**config.mk**
```make
export PLATFORM = sky130hd
export DESIGN_NAME = apb_master_fsm_flat
export DESIGN_NICKNAME = d
export VERILOG_FILES = /design/src/rtl/apb_master_fsm_if.sv /design/src/rtl/apb_master_fsm.sv /design/src/flat_wrapper.sv
export SDC_FILE = /design/constraint.sdc
export NUM_CORES = 1
export LEC_CHECK = 0
export CORE_MARGIN = 10
export CORE_UTILIZATION = 40
export CTS_CLUSTER_DIAMETER = 80
export CTS_CLUSTER_SIZE = 14
export DETAILED_ROUTE_END_ITERATION = 8
export PLACE_DENSITY = 0.8
export SYNTH_ARGS = -nofsm -noshare
export SYNTH_HDL_FRONTEND = slang
export SYNTH_SLANG_ARGS = --single-unit
export TNS_END_PERCENT = 100
```
**constraint.sdc**
```tcl
create_clock -name PCLK -period 1.85 [get_ports PCLK]
set_input_delay 0.555 -clock PCLK [delete_from_list [all_inputs] [get_ports PCLK]]
set_output_delay 0.555 -clock PCLK [all_outputs]
set_load 0.05 [all_outputs]
```
**src/rtl/apb_master_fsm_if.sv**
```systemverilog
// Command/response and APB requester signals bundled for the APB master stage.
// The master modport is the requester's view; the slave modport is the view of whatever drives it.
interface apb_master_fsm_if #(
   parameter int DATAWIDTH = 32,
   parameter int ADDRWIDTH = 32
);
   logic                 req_valid;
   logic                 req_ready;
   logic                 req_write;
   logic [ADDRWIDTH-1:0] req_addr;
   logic [DATAWIDTH-1:0] req_wdata;

   logic                 rsp_valid;
   logic [DATAWIDTH-1:0] rsp_rdata;
   logic                 rsp_err;

   logic                 PSEL1;
   logic                 PSEL2;
   logic                 PENABLE;
   logic                 PWRITE;
   logic [ADDRWIDTH-1:0] PADDR;
   logic [DATAWIDTH-1:0] PWDATA;
   logic                 PREADY;
   logic [DATAWIDTH-1:0] PRDATA;

   modport master (
      input  req_valid, req_write, req_addr, req_wdata, PREADY, PRDATA,
      output req_ready, rsp_valid, rsp_rdata, rsp_err,
      output PSEL1, PSEL2, PENABLE, PWRITE, PADDR, PWDATA
   );

   modport slave (
      output req_valid, req_write, req_addr, req_wdata, PREADY, PRDATA,
      input  req_ready, rsp_valid, rsp_rdata, rsp_err,
      input  PSEL1, PSEL2, PENABLE, PWRITE, PADDR, PWDATA
   );
endinterface

```
**src/rtl/apb_master_fsm.sv**
```systemverilog
// APB requester: one read/write per command, one-hot PSEL1/PSEL2 decode, wait-state watchdog.
// Latency accept->rsp_valid is 3 cycles plus one per PREADY-low ACCESS cycle; req_ready only in IDLE or completing ACCESS.
module apb_master_fsm #(
   parameter int DATAWIDTH = 32,
   parameter int ADDRWIDTH = 32,
   parameter int SEL_BIT   = 12,
   parameter int TIMEOUT   = 16
) (
   input logic              PCLK,
   input logic              PRESET,
   apb_master_fsm_if.master bus
);

   typedef enum logic [1:0] {
      S_IDLE   = 2'd0,
      S_SETUP  = 2'd1,
      S_ACCESS = 2'd2
   } state_e;

   localparam bit         WDOG_EN   = (TIMEOUT != 0);
   localparam logic [7:0] WAIT_LAST = WDOG_EN ? 8'(TIMEOUT - 1) : 8'd0;

   state_e               state_q, state_d;
   logic [7:0]           wait_cnt_q, wait_cnt_d;
   logic                 psel1_q, psel1_d;
   logic                 psel2_q, psel2_d;
   logic                 penable_q, penable_d;
   logic                 pwrite_q, pwrite_d;
   logic [ADDRWIDTH-1:0] paddr_q, paddr_d;
   logic [DATAWIDTH-1:0] pwdata_q, pwdata_d;
   logic                 rsp_valid_q, rsp_valid_d;
   logic                 rsp_err_q, rsp_err_d;
   logic [DATAWIDTH-1:0] rsp_rdata_q, rsp_rdata_d;

   logic accept;
   logic wdog_fire;
   logic load;

   assign bus.req_ready = !PRESET &&
                          ((state_q == S_IDLE) || ((state_q == S_ACCESS) && bus.PREADY));
   assign accept        = bus.req_valid && bus.req_ready;
   // Fires in the TIMEOUT-th ACCESS cycle; a PREADY in that same cycle takes precedence.
   assign wdog_fire     = WDOG_EN && (wait_cnt_q == WAIT_LAST);

   always_comb begin
      state_d     = state_q;
      wait_cnt_d  = wait_cnt_q;
      psel1_d     = psel1_q;
      psel2_d     = psel2_q;
      penable_d   = penable_q;
      pwrite_d    = pwrite_q;
      paddr_d     = paddr_q;
      pwdata_d    = pwdata_q;
      rsp_valid_d = 1'b0;
      rsp_err_d   = 1'b0;
      rsp_rdata_d = rsp_rdata_q;
      load        = 1'b0;

      case (state_q)
         S_IDLE: begin
            if (accept) begin
               load = 1'b1;
            end
         end
         S_SETUP: begin
            state_d   = S_ACCESS;
            penable_d = 1'b1;
         end
         S_ACCESS: begin
            if (bus.PREADY) begin
               rsp_valid_d = 1'b1;
               if (!pwrite_q) begin
                  rsp_rdata_d = bus.PRDATA;
               end
               if (accept) begin
                  load = 1'b1;
               end else begin
                  state_d   = S_IDLE;
                  psel1_d   = 1'b0;
                  psel2_d   = 1'b0;
                  penable_d = 1'b0;
               end
            end else if (wdog_fire) begin
               state_d     = S_IDLE;
               psel1_d     = 1'b0;
               psel2_d     = 1'b0;
               penable_d   = 1'b0;
               rsp_valid_d = 1'b1;
               rsp_err_d   = 1'b1;
            end else if (wait_cnt_q != 8'hFF) begin
               wait_cnt_d = wait_cnt_q + 8'd1;
            end
         end
         default: begin
            state_d = S_IDLE;
         end
      endcase

      // Shared by the IDLE accept and the back-to-back accept at the end of ACCESS.
      if (load) begin
         state_d    = S_SETUP;
         wait_cnt_d = 8'd0;
         paddr_d    = bus.req_addr;
         pwrite_d   = bus.req_write;
         pwdata_d   = bus.req_wdata;
         psel1_d    = !bus.req_addr[SEL_BIT];
         psel2_d    = bus.req_addr[SEL_BIT];
         penable_d  = 1'b0;
      end
   end

   always_ff @(posedge PCLK) begin
      if (PRESET) begin
         state_q     <= S_IDLE;
         wait_cnt_q  <= 8'd0;
         psel1_q     <= 1'b0;
         psel2_q     <= 1'b0;
         penable_q   <= 1'b0;
         pwrite_q    <= 1'b0;
         paddr_q     <= '0;
         pwdata_q    <= '0;
         rsp_valid_q <= 1'b0;
         rsp_err_q   <= 1'b0;
         rsp_rdata_q <= '0;
      end else begin
         state_q     <= state_d;
         wait_cnt_q  <= wait_cnt_d;
         psel1_q     <= psel1_d;
         psel2_q     <= psel2_d;
         penable_q   <= penable_d;
         pwrite_q    <= pwrite_d;
         paddr_q     <= paddr_d;
         pwdata_q    <= pwdata_d;
         rsp_valid_q <= rsp_valid_d;
         rsp_err_q   <= rsp_err_d;
         rsp_rdata_q <= rsp_rdata_d;
      end
   end

   assign bus.PSEL1     = psel1_q;
   assign bus.PSEL2     = psel2_q;
   assign bus.PENABLE   = penable_q;
   assign bus.PWRITE    = pwrite_q;
   assign bus.PADDR     = paddr_q;
   assign bus.PWDATA    = pwdata_q;
   assign bus.rsp_valid = rsp_valid_q;
   assign bus.rsp_err   = rsp_err_q;
   assign bus.rsp_rdata = rsp_rdata_q;

   a_psel_onehot: assert property (@(posedge PCLK) disable iff (PRESET)
      !(psel1_q && psel2_q));
   a_penable_sel: assert property (@(posedge PCLK) disable iff (PRESET)
      penable_q |-> (psel1_q || psel2_q));

endmodule

```
**src/flat_wrapper.sv**
```systemverilog
// flat-port wrapper written by rule: the top's interface ports become plain ports
module apb_master_fsm_flat 
#(
   parameter int DATAWIDTH = 32,
   parameter int ADDRWIDTH = 32,
   parameter int SEL_BIT   = 12,
   parameter int TIMEOUT   = 16
)
  (PCLK, PRESET, bus_req_valid, bus_req_write, bus_req_addr, bus_req_wdata, bus_PREADY, bus_PRDATA, bus_req_ready, bus_rsp_valid, bus_rsp_rdata, bus_rsp_err, bus_PSEL1, bus_PSEL2, bus_PENABLE, bus_PWRITE, bus_PADDR, bus_PWDATA);
  apb_master_fsm_if #(.DATAWIDTH(DATAWIDTH), .ADDRWIDTH(ADDRWIDTH)) bus_i ();
  input logic PCLK;
  input logic PRESET;
  input wire logic [$bits(bus_i.req_valid)-1:0] bus_req_valid;
  input wire logic [$bits(bus_i.req_write)-1:0] bus_req_write;
  input wire logic [$bits(bus_i.req_addr)-1:0] bus_req_addr;
  input wire logic [$bits(bus_i.req_wdata)-1:0] bus_req_wdata;
  input wire logic [$bits(bus_i.PREADY)-1:0] bus_PREADY;
  input wire logic [$bits(bus_i.PRDATA)-1:0] bus_PRDATA;
  output wire logic [$bits(bus_i.req_ready)-1:0] bus_req_ready;
  output wire logic [$bits(bus_i.rsp_valid)-1:0] bus_rsp_valid;
  output wire logic [$bits(bus_i.rsp_rdata)-1:0] bus_rsp_rdata;
  output wire logic [$bits(bus_i.rsp_err)-1:0] bus_rsp_err;
  output wire logic [$bits(bus_i.PSEL1)-1:0] bus_PSEL1;
  output wire logic [$bits(bus_i.PSEL2)-1:0] bus_PSEL2;
  output wire logic [$bits(bus_i.PENABLE)-1:0] bus_PENABLE;
  output wire logic [$bits(bus_i.PWRITE)-1:0] bus_PWRITE;
  output wire logic [$bits(bus_i.PADDR)-1:0] bus_PADDR;
  output wire logic [$bits(bus_i.PWDATA)-1:0] bus_PWDATA;
  assign bus_i.req_valid = bus_req_valid;
  assign bus_i.req_write = bus_req_write;
  assign bus_i.req_addr = bus_req_addr;
  assign bus_i.req_wdata = bus_req_wdata;
  assign bus_i.PREADY = bus_PREADY;
  assign bus_i.PRDATA = bus_PRDATA;
  assign bus_req_ready = bus_i.req_ready;
  assign bus_rsp_valid = bus_i.rsp_valid;
  assign bus_rsp_rdata = bus_i.rsp_rdata;
  assign bus_rsp_err = bus_i.rsp_err;
  assign bus_PSEL1 = bus_i.PSEL1;
  assign bus_PSEL2 = bus_i.PSEL2;
  assign bus_PENABLE = bus_i.PENABLE;
  assign bus_PWRITE = bus_i.PWRITE;
  assign bus_PADDR = bus_i.PADDR;
  assign bus_PWDATA = bus_i.PWDATA;
  apb_master_fsm #(.DATAWIDTH(DATAWIDTH), .ADDRWIDTH(ADDRWIDTH), .SEL_BIT(SEL_BIT), .TIMEOUT(TIMEOUT)) u_core (.PCLK(PCLK), .PRESET(PRESET), .bus(bus_i));
endmodule
```
# Yosys cells after proc, flatten, opt, wreduce, memory -nomap -nowiden
# Cells that the tools add are included.
[op_classes] n_eq_ne=10 add_sub_neg=1 mux=17 reduce_logical=19 bitwise_logic=5
[op_table] cell="3-bit AND reduction" n=5
[op_table] cell="1-bit two-way mux" n=11
[op_table] cell="8-bit by 1-bit adder with 8-bit output (second input constant)" n=1
[op_table] cell="8-bit by 4-bit equality test with 1-bit output (second input constant)" n=1
[op_table] cell="8-bit inequality test (second input constant)" n=1
[op_table] cell="2-bit two-way mux" n=3
[op_table] cell="3-bit inequality test (second input constant)" n=2
[op_table] cell="2-bit case mux with 3 select lines" n=1
[op_table] cell="1-bit NOT" n=5
[op_table] cell="4-bit by 2-bit inequality test with 1-bit output (second input constant)" n=1
[op_table] cell="4-bit inequality test (second input constant)" n=1
[op_table] cell="1-bit case mux with 2 select lines" n=2
[op_table] cell="4-bit AND reduction" n=1
[op_table] cell="2-bit nonzero test" n=2
[op_table] cell="2-bit OR reduction" n=2
[op_table] cell="1-bit logical AND" n=3
[op_table] cell="3-bit by 2-bit inequality test with 1-bit output (second input constant)" n=1
[op_table] cell="3-bit nonzero test" n=1
[op_table] cell="3-bit OR reduction" n=1
[op_table] cell="2-bit by 1-bit equality test with 1-bit output (second input constant)" n=1
[op_table] cell="2-bit equality test (second input constant)" n=1
[op_table] cell="1-bit zero test" n=2
[op_table] cell="2-bit zero test" n=1
[op_table] cell="2-bit by 1-bit inequality test with 1-bit output (second input constant)" n=1
[op_table] cell="1-bit logical OR" n=1
[totals] wordCells=64 reg_bits=112

# Logic depth before layout (Yosys ltp)
[depth] depth_word=10 depth_mapped=9

# Worst setup path before layout
# No wires, ideal clock.
[synth_timing] kind="input to output" from="in PRESET" to="out bus_req_ready" arrival_ns=1.558 cell_stages=3 required_ns=1.295 path_slack_ns=-0.263 path_cell_list="clkbuf_1 > clkbuf_1 > nor2_1"
[synth_between] elab_chain_len=2
[synth_lines] element="start: declaration" line="flat_wrapper.sv:12" text="input logic PRESET;"
[synth_lines] element="1-bit zero test" line="apb_master_fsm.sv:39" text="assign bus.req_ready = !PRESET &&"
[synth_lines] element="1-bit logical AND" line="apb_master_fsm.sv:39"
[synth_lines] element="end: declaration" line="flat_wrapper.sv:19" text="output wire logic [$bits(bus_i.req_ready)-1:0] bus_req_ready;"
# Every way passes these cells.

# Final worst setup path
[layout_timing] from="reg u_core.state_q[1]" to="out bus_req_ready"
[layout_between] elab_chain_len=4 word_cells_on_any_way=5
[layout_lines] element="start: declaration" line="apb_master_fsm.sv:23" text="state_e state_q, state_d;"
[layout_lines] element="start signal: assignment" line="apb_master_fsm.sv:126" text="state_q <= state_d;"
[layout_lines] element="2-bit equality test" line="apb_master_fsm.sv:40" text="((state_q == S_IDLE) || ((state_q == S_ACCESS) && bus.PREADY));"
[layout_lines] element="1-bit logical AND" line="apb_master_fsm.sv:40"
[layout_lines] element="1-bit logical OR *" line="apb_master_fsm.sv:40"
[layout_lines] element="1-bit logical AND *" line="apb_master_fsm.sv:39"
# Mark *: on every way between the ends. The rest lies on a longest branch, timed or not.

==> metrics.yaml <==
clock_tree:
  cts_root_buffer: "clkbuf_8"
  insertion_delay_ns: 0.36
  cts_tree: "done"
  clk_pin_slew_ns: 0.09
  cts.sinks: 112
  cts_buffer_depth: 2
  cts_buffers: 9
  ctsHtreeMaxLevel: 3
global_routing:
  grt_pass1_wl_um: 21300
  grt_pass1_vias: 4122
  track_usage: 0.180
  grt_max_degree: 67
  grt-ovfl-total: 0
  antenna_found_initial: 0
hold_path:
  min_from: "PRESET"
  hp-class: "in -> reg"
power_and_ir_drop:
  power.leakage_nw: 2.50
  finalPower_mw: 4.82
  ir_drop_mv: 0.376
  power_per_cell_area_nw_per_um2: 759
layout:
  antennaDiodeCount: 0
  fin_area_um2: 6350
  drive_gt1_frac: 0.214
  fill_cells: 850
  area_growth_pct: 56.5
  layout.nets: 815
worst_setup_path:
  path_class: "reg -> out"
  end_kind: "output pin"
  startpoint_type: "register"
  path_max_fanout: 3
  worstPathRequired_ns: 1.29
  crit_start: "u_core.state_q[1]$_SDFFE_PP0P_"
  arrival_ns: 1.32
  r2r_start: "u_core.state_q[0]$_SDFFE_PP0P_"
timing:
  final.setup_skew_ns: 0.00721
  fin_crit_sh: 1.01
  hold_viol_final: 0
  tightest_slew_ns: 0.695
  post-route-min-period_ns: 1.88
  setup_viol_count_final: 1
  slew_viol_final: 0
  worst_slack_ns: -0.0259
  relSlewSlack: 0.537
  rsz0062_at_grt: "yes"
  max_freq_mhz: 533
floorplanning:
  core_um2: 9820
  dieWidth_um: 121
  die_area_um2: 14600
  num_io_pins: 204
  die_h_um: 121
  rows: 36
  initial_core_util: 0.413
synth:
  synth-main-ff-cell: "dfxtp_1"
  syn-cell-area_um2: 4060
  synth_area_per_cell_um2: 7.96
  yosysUniqueCellTypes: 33
  async_reset_ff_frac: 0
  yosys_warnings: 0
  synth_edf_count: 0
  synth_cells: 510
  ys_seq_area_frac: 0.552
  synth_seq_cells: 112
  syn-num-nets: 615
detailed_routing:
  drtIter0Drc: 269
  wl_per_cell_um: 16.2
  drt_wl_total_um: 13700
  vias_per_cell: 4.92
  drt-pass1-iter-count: 4
  drc: 0
  drtAntennaViolNets: 0
  vias: 4170
place:
  placed_area_um2: 6110
  io_buffer_count: 203
  post-dp-hpwl_um: 10400
  place_ws_ns: -0.305
  gp_congestion: 0.845
run_status:
  status: "complete, but fails checks"
  violations: "negative setup slack"
flow_run:
  maxCapViolCount: 0
## synth_stat cells, types with 3 or more instances
cell type,count,share of area
clkbuf_1,23,0.021
a21oi_1,107,0.13
nor2_1,4,0.0037
buf_2,10,0.012
inv_1,3,0.0028
nand4_1,4,0.0062
nand2b_1,4,0.0062
o21ai_0,6,0.0074
dfxtp_1,112,0.55
ha_1,4,0.012
nand2_1,202,0.19
## stage by stage
stage | utilization | TNS, ns | cells | hold WS [ns]
floorplan | - | 0 | 510 | 0.447
detailed placement | 0.622 | -16.14 | 830 | 0.447
CTS | 0.646 | -0.0593 | 847 | 0.421
finish | 0.647 | -0.0259 | 848 | 0.437
global route | 0.647 | -0.0792 | 848 | 0.452
global placement | 0.622 | -11.00 | 830 | 0.442
## what timing repair did
action,CTS,global route
pin swaps,3,0
hold buffers,0,0
hold endpoints to repair,0,0
cloned,0,0
buffers inserted,1,1
gates resized for setup,13,0
setup endpoints to repair,1,1
## cells by family (layout without fill, tap and decap cells)
kind of cell               Yosys count  in the layout  share of synthesized area
xor gates and xnor gates             1              1                    0.00216
muxes                                2              2                    0.00493
buffers and inverters               37            242                     0.0382
AOI/OAI and AO/OA                  122            122                      0.158
adders and majority gates            4              4                     0.0123
DFF                                112            112                      0.552
and+or+nand+nor                    232            232                      0.232
## flip-flops by register name (all words and copies together), names as in the netlist
signal,count
u_core.bus.PENABLE,1
u_core.bus.PADDR,32
u_core.bus.PSEL2,1
u_core.bus.PWRITE,1
u_core.bus.rsp_err,1
u_core.bus.rsp_valid,1
u_core.bus.rsp_rdata,32
u_core.bus.PSEL1,1
u_core.wait_cnt_q,8
u_core.state_q,2
u_core.bus.PWDATA,32
## final timing paths
| kind | endpoint | slack [ns] | cells after the start |
|---|---|---|---|
| worst max register to register | u_core.wait_cnt_q[7]$_SDFFE_PP0P_ | 0.21 | 7 |
| worst max-delay path | bus_req_ready | -0.03 | 5 |
| worst min register to register | u_core.bus.rsp_rdata[21]$_SDFFE_PP0P_ | 0.46 | 2 |
| worst min-delay path | u_core.state_q[0]$_SDFFE_PP0P_ | 0.44 | 2 |
## where the power goes
part | leakage (nW) | internal [mW] | switching [mW]
Sequential | 0.911 | 2.49 | 0.0438
Clock | 0.0927 | 0.601 | 0.775
Combinational | 1.49 | 0.390 | 0.523
Total | 2.50 | 3.48 | 1.34
## placed cells by master (no fill, tap or decap), types with 3 or more instances in the layout
master,instances
buf_4,116
o21ai_0,6
clkdlybuf4s50_1,98
nand4_1,4
a21oi_1,106
nand2b_1,3
dfxtp_1,110
clkbuf_8,12
nand2_1,202
buf_12,8
## area by class of cell
cell class	count	area, um2	share of cell area
sequential	112	2250	0.354
inverter	3	13.8	0.00217
multi-input combinational	361	1720	0.271
clock inverter	2	12.5	0.00197
clock buffer	14	173	0.0272
timing repair buffer	223	2020	0.318
tap	133	166	0.0262
## worst max-delay path: stages, from the launching register on
cell and delay, ns:
dfxtp_4 0.39, inv_4 0.05, ha_4 0.17, a21oi_4 0.16, nor2_4 0.05, buf_12 0.14
## layer usage
| layer | part of all wire | track usage | up-vias | routed length, um |
|---|---|---|---|---|
| met5 | 0 | 0 | - | 0 |
| met4 | 0.024 | 0.0784 | 0 | 328 |
| met3 | 0.072 | 0.0512 | 21 | 993 |
| met2 | 0.52 | 0.316 | 135 | 7120 |
| met1 | 0.39 | 0.199 | 1949 | 5310 |
| li1 | - | - | 2065 | - |
No activity file was read; power rests on OpenSTA's default activity.
